==> config.mk <==
export PLATFORM = sky130hd
export DESIGN_NAME = program_loader
export DESIGN_NICKNAME = d
export VERILOG_FILES = /design/src/rtl/program_loader.sv
export SDC_FILE = /design/constraint.sdc
export NUM_CORES = 1
export LEC_CHECK = 0
export BUFFER_PORTS_ARGS = -buffer_cell sky130_fd_sc_hd__buf_2
export CORE_MARGIN = 4
export CORE_UTILIZATION = 55
export DETAILED_ROUTE_END_ITERATION = 8
export GPL_TIMING_DRIVEN = 0
export PLACE_DENSITY = 0.89
export REMOVE_ABC_BUFFERS = 1
export SYNTH_ARGS = -nofsm -noshare
export SYNTH_HDL_FRONTEND = slang
export SYNTH_SLANG_ARGS = --single-unit
==> constraint.sdc <==
create_clock -name clk -period 2.6 [get_ports clk]
set_clock_uncertainty 0.15 [all_clocks]
set_input_delay 0 -clock clk [delete_from_list [all_inputs] [get_ports clk]]
set_output_delay 0 -clock clk [all_outputs]
set_load 0.005 [all_outputs]
==> src/rtl/program_loader.sv <==
// Program-memory loader: turns a little-endian byte stream into 32-bit words
// and issues one write per word at incrementing byte addresses.
module program_loader #(
  parameter int          MEMORY_DEPTH = 32,
  parameter int          DATA_WIDTH   = 32,
  parameter logic [31:0] BASE_ADDRESS = 32'h0040_0000
) (
  input  logic                          clk,
  input  logic                          reset,
  input  logic                          start_i,
  input  logic [$clog2(MEMORY_DEPTH):0] word_count_i,
  input  logic                          byte_valid_i,
  input  logic [7:0]                    byte_data_i,
  output logic                          byte_ready_o,
  output logic                          mem_we_o,
  output logic [DATA_WIDTH-1:0]         mem_addr_o,
  output logic [DATA_WIDTH-1:0]         mem_data_o,
  output logic                          busy_o,
  output logic                          done_o,
  output logic                          error_o
);

  localparam int CW = $clog2(MEMORY_DEPTH) + 1;
  localparam logic [CW-1:0] DEPTH_C = CW'(MEMORY_DEPTH);

  typedef enum logic [1:0] {
    IDLE  = 2'd0,
    RECV  = 2'd1,
    WRITE = 2'd2,
    DONE  = 2'd3
  } state_t;

  state_t                state_q, state_d;
  logic [1:0]            idx_q, idx_d;
  logic [CW-1:0]         cnt_q, cnt_d;
  logic [DATA_WIDTH-1:0] buf_q, buf_d;
  logic [DATA_WIDTH-1:0] addr_q, addr_d;
  logic                  err_q, err_d;
  logic                  accept;
  logic                  count_bad;

  assign accept    = byte_valid_i && byte_ready_o;
  assign count_bad = (word_count_i == '0) || (word_count_i > DEPTH_C);

  always_comb begin
    state_d = state_q;
    idx_d   = idx_q;
    cnt_d   = cnt_q;
    buf_d   = buf_q;
    addr_d  = addr_q;
    err_d   = err_q;
    case (state_q)
      IDLE: begin
        if (start_i) begin
          if (count_bad) begin
            err_d = 1'b1;
          end else begin
            err_d   = 1'b0;
            cnt_d   = word_count_i;
            addr_d  = DATA_WIDTH'(BASE_ADDRESS);
            idx_d   = 2'd0;
            state_d = RECV;
          end
        end
      end
      RECV: begin
        if (accept) begin
          buf_d[{idx_q, 3'b000} +: 8] = byte_data_i;
          idx_d = idx_q + 2'd1;
          if (idx_q == 2'd3) state_d = WRITE;
        end
      end
      WRITE: begin
        // Address and count advance as the write leaves; the strobe cycle sees the old address.
        addr_d  = addr_q + DATA_WIDTH'(4);
        cnt_d   = cnt_q - CW'(1);
        idx_d   = 2'd0;
        state_d = (cnt_q == CW'(1)) ? DONE : RECV;
      end
      DONE: begin
        state_d = IDLE;
      end
      default: begin
        state_d = IDLE;
      end
    endcase
  end

  always_ff @(posedge clk or negedge reset) begin
    if (!reset) begin
      state_q <= IDLE;
      idx_q   <= '0;
      cnt_q   <= '0;
      buf_q   <= '0;
      addr_q  <= '0;
      err_q   <= 1'b0;
    end else begin
      state_q <= state_d;
      idx_q   <= idx_d;
      cnt_q   <= cnt_d;
      buf_q   <= buf_d;
      addr_q  <= addr_d;
      err_q   <= err_d;
    end
  end

  // Handshake and status flags are registered copies of the next state.
  always_ff @(posedge clk or negedge reset) begin
    if (!reset) begin
      byte_ready_o <= 1'b0;
      mem_we_o     <= 1'b0;
      busy_o       <= 1'b0;
      done_o       <= 1'b0;
    end else begin
      byte_ready_o <= (state_d == RECV);
      mem_we_o     <= (state_d == WRITE);
      busy_o       <= (state_d == RECV) || (state_d == WRITE);
      done_o       <= (state_d == DONE);
    end
  end

  assign mem_addr_o = addr_q;
  assign mem_data_o = buf_q;
  assign error_o    = err_q;

endmodule

==> metrics.yaml <==
clocking:
  cts_num_sinks: 77
  cts_tree: "yes"
  htree_levels: 3
  cts_setup_buffers: 0
  clk_latency_ns: 0.36
  clkSlewWorstSetupHoldPaths_ns: 0.08
  cts-root-buf: "clkbuf_8"
  cts_max_path_buffers: 2
  cts_buffers: 9
drt:
  drtIter0Drc: 191
  wirelength_um: 10200
  first_pass_iters: 5
  vias: 3764
  antenna_left: 0
  post-route-drc-count: 0
  wl_per_cell_um: 15.8
  via_per_inst: 5.83
flow_run:
  max_cap_violations: 0
setup_path:
  cp-end-kind: "flop"
  crit_path_max_fanout: 19
  start_kind: "flop"
  critical_path_required_ns: 2.69
  cp.arrival_ns: 2.55
  critPathKind: "reg -> reg"
final_layout:
  synthToLayoutAreaGrowth_pct: 23.4
  multi_input_area_mm2: 0.00205
  final_cell_area_mm2: 0.00498
  final_util: 0.717
  fin_nets: 578
  stdcell_count: 646
  seq_area_mm2: 0.00193
  diodes: 0
  fillers: 498
  drive_gt1_frac: 0.227
global_route:
  grt_use_total: 0.237
  grt_remaining_overflow: 0
  grt_max_degree: 55
  grt_antenna_before_repair: 0
  grt_pass1_vias: 3571
  grt_first_pass_wirelength_um: 16600
pwr:
  swShare: 0.358
  p_leak_nw: 2.38
  power.total_mw: 3.48
  power_frac_clock: 0.273
  p_seq_frac: 0.438
  power_switching_mw: 1.25
  powerDensity_mw_per_mm2: 699
  combPwrFrac: 0.289
  vdd_drop_max_uv: 318
  p_int_mw: 2.23
floorplanning:
  fp-row-count: 30
  fp.coreArea_mm2: 0.00694
  start_util: 0.581
  fp.dieW_um: 93.7
  die_h_um: 93.7
  die-area_mm2: 0.00877
  design.portCount: 87
placed_design:
  placed_cells: 612
  place_area_mm2: 0.00452
  dpl.hpwl_um: 6760
  gp_congestion: 0.827
  place_worst_setup_slack_ns: -1.07
  port_buffers: 84
timing:
  max_freq_mhz: 408
  final-setup-viol-count: 0
  min_period_ns: 2.45
  timing.final.crit_share: 0.943
  setup_ws_ns: 0.147
  rsz0062_at_grt: "true"
  max_slew_margin: 0.276
  drv_slew: 0
  worstMarginPinSlew_ns: 1.08
  hold_viol: 0
yosys:
  yosysUniqueCellTypes: 51
  synth_edf_count: 0
  ys.flop_type: "dfrtp_1"
  ys_seq_area_frac: 0.477
  ys_seq_elements: 77
  syn_area_mm2: 0.00404
  async_flop_share: 1.00
  avgSynthCellArea_um2: 9.01
  synthCells: 448
  yosys_warnings: 0
outcome:
  status: "finished, final reports clean"
min_path:
  min_path_type: "in -> async"
-- area by class of cell --
cell class / instances / share of cell area
clock buffers: 9 / 0.0249
clock inverters: 7 / 0.0161
inverters: 14 / 0.0106
multi-input cells: 340 / 0.411
flip-flops and latches: 77 / 0.387
well taps: 96 / 0.0241
repair buffers: 103 / 0.127
-- worst paths after layout --
path | startpoint | to | slack [ns] | cells after the start
worst min register to register | mem_data_o[2] | mem_data_o[2] | 0.33 | 2
worst min-delay path | reset | mem_data_o[10] | 0.02 | 3
worst max register to register | state_q[1] | done_o | 0.15 | 8
worst max-delay path | state_q[1] | done_o | 0.15 | 8
min in group clk | byte_data_i[3] | mem_data_o[3] | 0.32 | 4
max in group asynchronous | reset | cnt_q[1] | 0.83 | 3
-- layer usage --
metal  vias up  GRT usage  share of wire  wire length [um]
met1      1809      0.300           0.42              4330
li1       1785          -              -                 -
met2       154      0.403           0.49              5020
met3        16     0.0425          0.071               726
met4         0     0.0939          0.014               144
met5         -          0              0                 0
-- metrics by stage --
| stage | setup TNS (ns) | hold slack (ns) |
|---|---|---|
| floorplan | -0.172 | -0.446 |
| global placement | -23.43 | 0.130 |
| detailed placement | -25.15 | -0.216 |
| CTS | -0.0203 | 0.0301 |
| global route | -0.0147 | 0.0375 |
| finish | 0 | 0.0210 |
-- flip-flops by register name (all words and copies together), names as in the netlist --
register      count
mem_data_o       32
mem_addr_o       30
cnt_q             6
idx_q             2
state_q           2
busy_o            1
byte_ready_o      1
done_o            1
error_o           1
mem_we_o          1
-- power by group through the flow --
stage          sequential [mW]  combinational (mW)  clock [mW]
2_1_floorplan             1.53               0.575           0
3_3_place_gp              1.53               0.861           0
3_5_place_dp              1.54               0.913           0
4_1_cts                   1.52               0.959       0.960
5_1_grt                   1.55                1.14        1.02
6_report                  1.52                1.01       0.950
-- cell families after synthesis --
logic type,share of synthesized area
mux,0.00775
buf+inv,0.0353
other cells,0.000929
simple gates,0.256
compound gates,0.176
fa+ha+maj,0.0465
flops,0.477
-- critical path: stages (launching register included) --
cell and delay (ns):
dfrtp_1 0.41, inv_1 0.10, ha_4 0.21, and3_1 0.20, nand3_1 0.22, nand3_2 0.46, nor2_1 0.30, inv_1 0.10
ha_1 0.20
-- Yosys cell counts (all sizes together) (6+ instances only) --
master,number,area [um^2]
nand2,107,404
a21oi,16,80.1
a22o,6,52.6
and3,11,68.8
or3,8,50.1
nand3,22,120
o21ai,52,260
nand4,8,65.1
buf,8,52.5
clkbuf,10,37.5
a31oi,9,56.3
ha,15,188
nor2,15,56.3
nor3,6,41.3
dfrtp,77,1930
inv,14,52.6
-- what timing repair did --
item,CTS,global route
hold endpoints to repair,120,0
endpoints found under the setup margin,41,21
resized for setup,8,6
hold buffers,18,0
pin swaps,0,1
-- layout by cell type, fill, tap and decap left out, types with 9 or more instances in the layout --
| cell | netlist | routed |
|---|---|---|
| nand2_1 | 106 | 106 |
| buf_2 | 3 | 83 |
| dfrtp_1 | 77 | 77 |
| o21ai_0 | 52 | 52 |
| nand3_1 | 20 | 19 |
| dlygate4sd3_1 | 0 | 18 |
| a21oi_1 | 16 | 16 |
| nor2_1 | 15 | 15 |
| inv_1 | 14 | 14 |
| ha_1 | 15 | 13 |
| and3_1 | 11 | 10 |
| clkbuf_8 | 0 | 9 |
Power figures use the tool's default switching activity.
